==> config.mk <==
export PLATFORM = sky130hd
export DESIGN_NAME = shift_sub_divider
export DESIGN_NICKNAME = d
export VERILOG_FILES = /design/src/rtl/shift_sub_divider.sv
export SDC_FILE = /design/constraint.sdc
export NUM_CORES = 1
export LEC_CHECK = 0
export CAP_MARGIN = 20
export CORE_UTILIZATION = 45
export DETAILED_ROUTE_END_ITERATION = 16
export HOLD_SLACK_MARGIN = 0.05
export PLACE_DENSITY_LB_ADDON = 0.3
export SKIP_LAST_GASP = 1
export SLEW_MARGIN = 0
export SYNTH_ARGS = -nofsm -noshare
export SYNTH_HDL_FRONTEND = slang
export SYNTH_SLANG_ARGS = --single-unit
==> constraint.sdc <==
create_clock -name clk -period 5.85 [get_ports clk]
set_clock_uncertainty 0.05 [all_clocks]
set_input_delay 0.585 -clock clk [delete_from_list [all_inputs] [get_ports clk]]
set_output_delay 0.585 -clock clk [all_outputs]
set_load 0.01 [all_outputs]
==> src/rtl/shift_sub_divider.sv <==
// Sequential unsigned restoring divider: one quotient bit per SHIFT/TEST(/SUB) pass.
// Shares the st/done start-finish handshake with the add-shift multiplier.
module shift_sub_divider #(
  parameter int N = 32
) (
  input  logic         clk,
  input  logic         rst_n,
  input  logic         st,
  input  logic [N-1:0] dividend,
  input  logic [N-1:0] divisor,
  output logic [N-1:0] quotient,
  output logic [N-1:0] remainder,
  output logic         busy,
  output logic         done,
  output logic         div_by_zero
);

  // state  | meaning
  // IDLE   | waiting for st; operands captured on the accepting edge
  // SHIFT  | shift {r,q} left one bit, count the iteration
  // TEST   | compare partial remainder against divisor
  // SUB    | subtract divisor, set quotient lsb
  // FINISH | results valid, done pulse for one cycle

  localparam int CW = $clog2(N + 1);
  localparam logic [CW-1:0] CNT_LAST = CW'(N);

  typedef enum logic [2:0] {IDLE, SHIFT, TEST, SUB, FINISH} state_t;

  state_t        state, state_nxt;
  logic [N:0]    r;
  logic [N-1:0]  q;
  logic [N-1:0]  d;
  logic [CW-1:0] cnt;
  logic [N:0]    r_sub;
  logic          r_ge_d;
  logic          last_iter;

  assign r_sub     = r - {1'b0, d};
  assign r_ge_d    = (r >= {1'b0, d});
  assign last_iter = (cnt == CNT_LAST);

  always_ff @(posedge clk or negedge rst_n) begin
    if (!rst_n) state <= IDLE;
    else        state <= state_nxt;
  end

  always_comb begin
    state_nxt = state;
    case (state)
      IDLE:    if (st) state_nxt = (divisor == '0) ? FINISH : SHIFT;
      SHIFT:   state_nxt = TEST;
      TEST:    if (r_ge_d)         state_nxt = SUB;
               else if (last_iter) state_nxt = FINISH;
               else                state_nxt = SHIFT;
      SUB:     state_nxt = last_iter ? FINISH : SHIFT;
      FINISH:  state_nxt = IDLE;
      default: state_nxt = IDLE;
    endcase
  end

  always_comb begin
    busy = (state != IDLE);
    done = (state == FINISH);
  end

  always_ff @(posedge clk or negedge rst_n) begin
    if (!rst_n) begin
      r           <= '0;
      q           <= '0;
      d           <= '0;
      cnt         <= '0;
      quotient    <= '0;
      remainder   <= '0;
      div_by_zero <= 1'b0;
    end else begin
      case (state)
        IDLE: begin
          if (st && divisor != '0) begin
            r   <= '0;
            q   <= dividend;
            d   <= divisor;
            cnt <= '0;
          end else if (st) begin
            quotient    <= '1;
            remainder   <= dividend;
            div_by_zero <= 1'b1;
          end
        end
        SHIFT: begin
          {r, q} <= {r[N-1:0], q, 1'b0};
          cnt    <= cnt + CW'(1);
        end
        TEST: begin
          if (!r_ge_d && last_iter) begin
            quotient    <= q;
            remainder   <= r[N-1:0];
            div_by_zero <= 1'b0;
          end
        end
        SUB: begin
          r    <= r_sub;
          q[0] <= 1'b1;
          // Results on the final pass must see the post-subtract values.
          if (last_iter) begin
            quotient    <= {q[N-1:1], 1'b1};
            remainder   <= r_sub[N-1:0];
            div_by_zero <= 1'b0;
          end
        end
        default: ;
      endcase
    end
  end

endmodule

Word-level counts from Yosys, hierarchy flattened
Index checks and enable logic that the tools add are counted.
{"block": "word_totals", "input_bits": 67, "ff_bits": 171, "elab_cells": 63, "output_inout_bits": 67}
{"block": "classes", "addsub": 2, "order_cmp": 1, "reduce_logical": 14, "mux": 27, "eq_ne": 10}
{"op": "32-bit two-way mux", "n": 9}
{"op": "32-bit case mux with 3 select lines", "n": 2}
{"op": "33-bit case mux with 3 select lines", "n": 1}
{"op": "31-bit case mux with 2 select lines", "n": 1}
{"op": "33-bit by 32-bit >= comparator with 1-bit output", "n": 1}
{"op": "33-bit two-way mux", "n": 1}
{"op": "33-bit by 32-bit subtractor with 33-bit output", "n": 1}
{"op": "32-bit logical NOT", "n": 1}
{"op": "32-bit nonzero test", "n": 1}
{"op": "3-bit two-way mux", "n": 4}
{"op": "3-bit case mux with 4 select lines", "n": 1}
{"op": "6-bit case mux with 2 select lines", "n": 1}
{"op": "2-bit != test, second input constant", "n": 5}
{"op": "3-bit nonzero test", "n": 3}
{"op": "6-bit by 1-bit adder with 6-bit output, second input constant", "n": 1}
{"op": "3-bit by 2-bit equality test with 1-bit output, second input constant", "n": 2}
{"op": "6-bit equality test, second input constant", "n": 1}
{"op": "6-bit two-way mux", "n": 1}
{"op": "1-bit case mux with 3 select lines", "n": 2}
{"op": "2-bit AND reduction", "n": 3}
{"op": "5-bit AND reduction", "n": 1}
{"op": "1-bit two-way mux", "n": 4}
{"op": "3-bit by 1-bit equality test with 1-bit output, second input constant", "n": 1}
{"op": "3-bit equality test, second input constant", "n": 1}
{"op": "4 further kinds", "n": 5}

Longest topological paths before layout
Gate-level depths: netlist (run 1).
{"block": "depth", "depth_word": 5, "mapped_depth": 13, "mapped_depth_nobuf": 13}

Worst setup path after synthesis (run 1)
OpenSTA, ideal clock, no wires.
{"block": "synth_timing", "path_kind": "reg2reg", "from": "register r[0]", "to": "register remainder[28]", "slack_ns": 2.812, "synth_period_minus_slack_ns": 3.038, "setup_ns": 0.125, "path_stages_with_launch": 14, "t_arrival_ns": 2.863, "required_time_ns": 5.675, "n_path_buf": 0, "path_cell_list": "dfrtp_1 inv_1 ha_1 inv_1 fa_1 a21o_1 a21oi_1 o31a_1 o221ai_1 a41oi_1 o211ai_1 o2111a_1 a211o_1 mux2_4"}
{"block": "synth_via", "elab_chain_cells": 5, "elab_cells_between_ends": 8, "cone_classes": "add/sub (1); order compare (1); eq/ne (1); mux (2); reduce/logical (3)"}
{"item": "from (decl)", "line_no": "31", "rtl": "logic [N:0] r;"}
{"item": "from (signal assigned)", "line_no": "91", "rtl": "{r, q} <= {r[N-1:0], q, 1'b0};"}
{"item": "from (signal assigned)", "line_no": "102", "rtl": "r <= r_sub;"}
{"item": "33-bit by 32-bit >= comparator with 1-bit output", "line_no": "40", "rtl": "assign r_ge_d = (r >= {1'b0, d});"}
{"item": "1-bit logical NOT", "line_no": "95", "rtl": "if (!r_ge_d && last_iter) begin"}
{"item": "1-bit logical AND", "line_no": "95"}
{"item": "2-bit != test (no line)"}
{"item": "5-bit AND reduction (no line)"}
{"item": "to (signal assigned)", "line_no": "86", "rtl": "remainder <= dividend;"}
{"item": "to (signal assigned)", "line_no": "97", "rtl": "remainder <= r[N-1:0];"}
{"item": "to (signal assigned)", "line_no": "107", "rtl": "remainder <= r_sub[N-1:0];"}
{"item": "to (decl)", "line_no": "12", "rtl": "output logic [N-1:0] remainder,"}
Parallel ways exist; a longest one is shown, timed or not. The select of a mux whose other input is x is not followed.
A chain may end at the register's enable or synchronous reset.

Worst setup path in the final report (run 1)
{"block": "layout_timing", "from": "register r[12]", "to": "register remainder[5]"}
{"block": "layout_via", "elab_chain_cells": 5}
{"item": "33-bit by 32-bit >= comparator with 1-bit output", "line_no": "40"}
{"item": "1-bit logical NOT", "line_no": "95"}
{"item": "1-bit logical AND", "line_no": "95"}
{"item": "2-bit != test (no line)"}
{"item": "5-bit AND reduction (no line)"}
No other way between the ends.

==> reports/qor.txt, run 1 <==
total wirelength of the detailed-routed design: 24800 um
required time of the critical path: 6.13 ns
layout overhead on the synthesized area: 21.9%
total nets after synthesis: 1084
slowest library cell on the worst path: o32a_4
maximum ir drop on the vdd rail: 0.377 mV
arrival time of data at the critical path endpoint: 4.20 ns
sequential share of the synthesized area: 44.4%
root buffer selected by CTS: clkbuf_16
remaining global-route overflow: 0
kind of capture point of the worst setup path: register
number of buffers inserted during clock tree synthesis: 17
fraction of final layout cells sized beyond drive strength 1: 10.3%
DR pass1 iterations: 6
I/O Pins: 134
x dimension of the die: 148 um
count of max-cap constraint violations: 0
transition time at the pin with the least slew margin: 1.18 ns
Tmin final: 3.93 ns
RSZ-0062 raised after global routing: no
number of buffers inserted by port buffering: 133
area fraction in and, or, nand and nor cells after synthesis: 12.0%
RePlAce Congestion: 0.887
DRC violations left: 0
maximum single-stage delay on the critical path: 0.84 ns
post-CTS clock slew at the launch and capture registers of the worst setup and hold paths: 0.08 ns
post-synthesis cell area: 0.00964 mm2
Nets: 1195
number of antenna violations at the first check in global routing: 0
WL per Instance: 18.0 um
library cells used by synthesis: 67
total via count after detailed routing: 7696
total die area: 0.0220 mm2
buffer depth of the longest clock path: 2
ranking of synthesized cells by area: dfrtp_1, mux2i_1, mux2_2
Worst Setup Start Kind: register
setup TNS: 0 ns
final setup vio count: 0
final count of hold timing violations: 0
later-pin clock latency in the skew report: 0.44 ns
number of nets with antenna violations after routing: 0
number of warnings reported in the yosys synthesis log: 0
die span in y: 148 um
cell repeated most along the worst path: nand2_1
met3 track demand over resource: 2.82%
TritonCTS clock tree: built
Avg Cell Area, Syn: 9.82 um2
number of flip-flops and latches in the synthesized netlist: 171
number of buffers added for setup after CTS: 0
maximum operating frequency: 255 MHz
Final Core Density: 55.9%
portion of netlist area occupied by mux cells: 14.8%
Period Utilization, post-route: 67.1%
GR peak layer: met1
outcome: finished clean
post-DR vias/cell: 5.57
largest family of logic cells by synthesized area: compound AO/OA/AOI/OAI gates
number of diodes: 0
top cell type's share of synthesized area: 44.4%
placeable core area: 0.0210 mm2
number of clock sinks: 171
most area-hungry cell type in the Yosys netlist: dfrtp_1
initial DRC count: 700
number of flops mapped to enable cells by yosys: 0
global-route met2 utilization: 34.6%
most instantiated flip-flop cell in the synthesis netlist: dfrtp_1
critical path fanouts, max: 66
HPWL reported at the end of detailed placement: 18200 um
largest net degree at the start of global routing: 71
total routing usage reported by global routing: 23.4%
headroom to the max-slew limit: 20.8%
Pins Over Slew Limit: 0
row cnt: 53
pwr dens: 599 mW/mm2
wire length of the first global-routing pass: 39900 um
cell breakdown of the critical path: ha_1 > nand2_1 > nor3_4 > nand2_1 > or4_1 > nor4_1 > a2111oi_1 > a21oi_2 > o32a_4 > mux2_2
vias in the first global route: 7376
CTS H-Tree Depth: 4
M1 GR Usage: 35.4%
arithmetic-cell share of the synthesized area counting full adders, half adders and majority gates: 4.62%
async set-or-reset flop fraction in the synthesized netlist: 100%
compound-gate portion of the synthesized area: 15.8%
type of the setup path with the least slack: reg2reg
XOR/XNOR share of the synthesized area: 2.63%
Initial Utilization: 45.9%
path class of the lowest-slack min-delay path: reg2reg
leakage power of the design: 5.61 nW
count of mapped cells out of synthesis: 982
## through the flow
stage	setup WS [ns]	hold slack [ns]	power, mW	instances	area [um2]
after floorplan	2.81	0.239	4.81	982	9640
after global placement	2.03	0.433	5.85	1348	11200
after detailed placement	1.96	0.439	5.93	1348	11200
after CTS	1.94	0.454	7.05	1381	11700
after global routing	1.75	0.473	7.57	1381	11700
final	1.92	0.448	7.04	1381	11700
## cell type report
type,instances,area (um2)
Sequential cell,171,4280
Timing Repair Buffer,142,1400
Tap cell,275,344
Multi-Input combinational cell,677,4830
Clock inverter,15,148
Fill cell,1891,9270
Inverter,84,315
Clock buffer,17,425
## layout by cell type (no fill, tap or decap), types with 4 or more instances in the layout
cell / count
and3_1: 7
nor4_1: 10
a211o_1: 4
nand4_1: 8
and2_1: 4
inv_1: 83
a21o_1: 9
mux2i_1: 69
xor2_1: 12
o211ai_1: 5
o21bai_1: 5
nor3b_1: 23
mux2_2: 58
nand2_1: 95
inv_6: 5
a221o_1: 21
dfrtp_1: 171
a21oi_1: 60
mux2_1: 6
nor2_1: 56
buf_4: 8
nor2b_1: 4
clkbuf_16: 17
clkdlybuf4s50_1: 132
ha_1: 34
o21a_1: 4
nand3_1: 15
a22oi_1: 18
xnor2_1: 17
o21ai_0: 84
## cells in the mapped netlist, types with 6 or more instances
library cell,count
inv_1,83
xnor2_1,17
nand2_1,96
mux2_1,6
a221o_1,21
nand4_1,8
clkbuf_1,32
mux2i_1,69
nor2_1,57
nor4_1,10
a21oi_1,61
and3_1,7
a22oi_1,18
a21o_1,9
buf_1,10
nor3b_1,23
dfrtp_1,171
ha_1,34
o21ai_0,84
nand3_1,15
xor2_1,12
mux2_2,58
## cell families after synthesis
group	after synthesis
AOI/OAI and AO/OA	237
xor gates and xnor gates	29
adders and majority gates	35
buffers and inverters	134
DFF	171
muxes	134
and+or+nand+nor	242
## worst paths after layout
| path | start | endpoint | slack [ns] | cells past startpoint |
|---|---|---|---|---|
| hold reg to reg | remainder[30] | remainder[30] | 0.45 | 1 |
| setup / recovery | r[12] | remainder[5] | 1.92 | 10 |
| max in group asynchronous | rst_n | d[29] | 3.99 | 3 |
| setup reg to reg | r[12] | remainder[5] | 1.92 | 10 |
| hold / removal | remainder[30] | remainder[30] | 0.45 | 1 |
| min in group asynchronous | rst_n | quotient[7] | 0.57 | 2 |
## sequential cells by signal, indices dropped and copies added, names as in the netlist
register and count:
q 32, remainder 32, cnt 6, d 32, div_by_zero 1, r 33
quotient 32, state 3
## routing by layer
layer / vias to the layer above / part of all wire, %
met1: 3728 / 50
met4: 0 / 1.6
met5: - / 0
met3: 26 / 5.2
li1: 3701 / -
met2: 241 / 44
## critical path, delay by kind of cell, from the launching register on
family	cells	cell delay (ns)
AND/OR/NAND/NOR	5	1.26
AO/OA/AOI/OAI	3	1.18
flip-flops	1	0.44
multiplexers	1	0.42
adder cells (fa/ha/maj)	1	0.39
## where the power goes
| part | total (mW) | leakage [nW] | internal, mW | switching (mW) |
|---|---|---|---|---|
| logic | 3.82 | 3.30 | 1.72 | 2.10 |
| clock network | 1.11 | 0.277 | 0.567 | 0.546 |
| registers | 2.11 | 2.03 | 1.70 | 0.406 |
## repair_timing
item,CTS,global route
gates resized for setup,0,0
setup endpoints to repair,0,0
hold buffers,1,0
endpoints found under the hold margin,44,0
Power figures use the tool's default switching activity.
==> inputs of run 2 (changes only) <==
Clock period 5.85 ns to 3.9 ns, I/O delays scaled along.
==> reports/qor.txt, run 2 (synthesized netlist as in run 1, its figures left out) <==
later-pin clock latency in the skew report: 0.44 ns (about the same)
RePlAce Congestion: 0.906 (+2.2%)
RSZ-0062 raised after global routing: no
critical path fanouts, max: 27 (-59%)
buffer depth of the longest clock path: 2 (unchanged)
most frequent standard cell in the layout excluding fill and tap cells: dfrtp_1
total via count after detailed routing: 7952 (+3.3%)
worst slack at placement: 0.356 ns (-1.60 ns)
flip-flop count of the largest register, all copies and words added: 33 (unchanged)
row cnt: 53 (unchanged)
die span in y: 148 um (unchanged)
Period Utilization, post-route: 91.8% (+25 points)
remaining global-route overflow: 0 (unchanged)
pwr dens: 924 mW/mm2 (+54%)
DRC violations left: 0 (unchanged)
Pins Over Slew Limit: 0 (unchanged)
fraction of final layout cells sized beyond drive strength 1: 10.9% (+0.63 points)
post-CTS clock slew at the launch and capture registers of the worst setup and hold paths: 0.07 ns (about the same)
number of clock sinks: 171 (unchanged)
overall power after layout: 11.0 mW (+56%)
outcome: finished clean
register ranked first by flip-flop count: r
total routing usage reported by global routing: 24.2% (+0.79 points)
layout overhead on the synthesized area: 23.2%
path class of the lowest-slack min-delay path: reg2reg
placeable core area: 0.0210 mm2 (unchanged)
commonest non-fill, non-tap cells in the layout: dfrtp_1, clkdlybuf4s50_1, nand2_1
required time of the critical path: 4.22 ns (-1.91 ns)
HPWL reported at the end of detailed placement: 19200 um (+5.3%)
maximum operating frequency: 279 MHz (+9.6%)
root buffer selected by CTS: clkbuf_16
worst-case register-to-register setup slack: 0.32 ns (-1.61 ns)
number of diodes: 0 (unchanged)
arrival time of data at the critical path endpoint: 3.90 ns (-0.30 ns)
Initial Utilization: 45.9% (unchanged)
kind of capture point of the worst setup path: register
TritonCTS clock tree: built
CTS H-Tree Depth: 4 (unchanged)
number of buffers inserted during clock tree synthesis: 17 (unchanged)
largest net degree at the start of global routing: 89 (+25%)
WL per Instance: 18.5 um (+3.3%)
leakage power of the design: 5.68 nW (+1.2%)
vias in the first global route: 7601 (+3.1%)
headroom to the max-slew limit: 37.9% (+17 points)
Tmin final: 3.58 ns (-0.344 ns)
number of buffers inserted by port buffering: 133 (unchanged)
x dimension of the die: 148 um (unchanged)
DR pass1 iterations: 6 (unchanged)
maximum ir drop on the vdd rail: 0.409 mV (+8.3%)
final count of hold timing violations: 0 (unchanged)
Worst Setup Slack, final: 0.319 ns (-1.61 ns)
I/O Pins: 134 (unchanged)
Nets: 1204 (+0.75%)
initial DRC count: 795 (+14%)
post-DR vias/cell: 5.72 (+2.7%)
final standard cell area without fillers: 0.0119 mm2 (+1.1%)
Worst Setup Start Kind: register
number of nets with antenna violations after routing: 0 (unchanged)
count of max-cap constraint violations: 0 (unchanged)
total die area: 0.0220 mm2 (unchanged)
wire length of the first global-routing pass: 41000 um (+2.8%)
type of the setup path with the least slack: reg2reg
setup TNS: 0 ns (unchanged)
transition time at the pin with the least slew margin: 0.928 ns (-0.256 ns)
total wirelength of the detailed-routed design: 25800 um (+3.9%)
final setup vio count: 0 (unchanged)
Area after DPL: 0.0113 mm2 (+1.1%)
number of antenna violations at the first check in global routing: 0 (unchanged)
[run 2: power by group]
| part | leakage [nW] | switching, mW | internal (mW) | total, mW |
|---|---|---|---|---|
| combinational | 3.37 | 3.34 | 2.72 | 6.07 |
| clock | 0.282 | 0.797 | 0.908 | 1.71 |
| sequential | 2.03 | 0.614 | 2.59 | 3.20 |
| total | 5.68 | 4.75 | 6.22 | 11.0 |
[run 2: repair_timing]
| action | 4_1_cts | 5_1_grt |
|---|---|---|
| resized for setup | 0 | 0 |
| hold buffers | 1 | 0 |
| endpoints found under the hold margin | 86 | 0 |
| setup buffers | 0 | 0 |
[run 2: worst paths after layout]
| check | startpoint | to | cells after the start |
|---|---|---|---|
| max in group asynchronous | rst_n | q[31] | 3 |
| worst max-delay path | r[11] | quotient[25] | 12 |
| worst min-delay path | remainder[29] | remainder[29] | 1 |
| min in group asynchronous | rst_n | q[12] | 2 |
| worst max register to register | r[11] | quotient[25] | 12 |
| worst min register to register | remainder[29] | remainder[29] | 1 |
[run 2: per-stage QoR]
step                utilization [%]  cells  hold slack, ns
floorplan                         -    982          0.0444
global placement               53.7   1357           0.432
detailed placement             53.7   1357           0.434
CTS                            56.5   1390           0.450
global route                   56.5   1390           0.471
finish                         56.5   1390           0.447
[run 2: critical path: stages, from the launching register on]
cell and delay, ns:
dfrtp_1 0.42, ha_1 0.38, nand2_1 0.15, nor3_4 0.20, nand2_1 0.12, or4_1 0.45, nor4_1 0.31, a2111oi_1 0.12
a21oi_2 0.24, o32a_4 0.37, buf_12 0.25, buf_4 0.23, mux2i_1 0.20
[run 2: cell type report]
class                   instances  area, um2
repair buffers                151       1520
clock buffers                  18        429
clock inverters                14        155
flip-flops and latches        171       4280
multi-input cells             677       4830
inverters                      84        315
fillers                      1896       9140
well taps                     275        344
[run 2: layer usage]
metal,part of all wire (%),vias to the layer above,global-route usage [%]
met3,6.0,40,4.02
met4,1.8,0,7.32
met1,47,3904,35.3
met5,0,-,0
li1,-,3709,-
met2,45,299,36.6
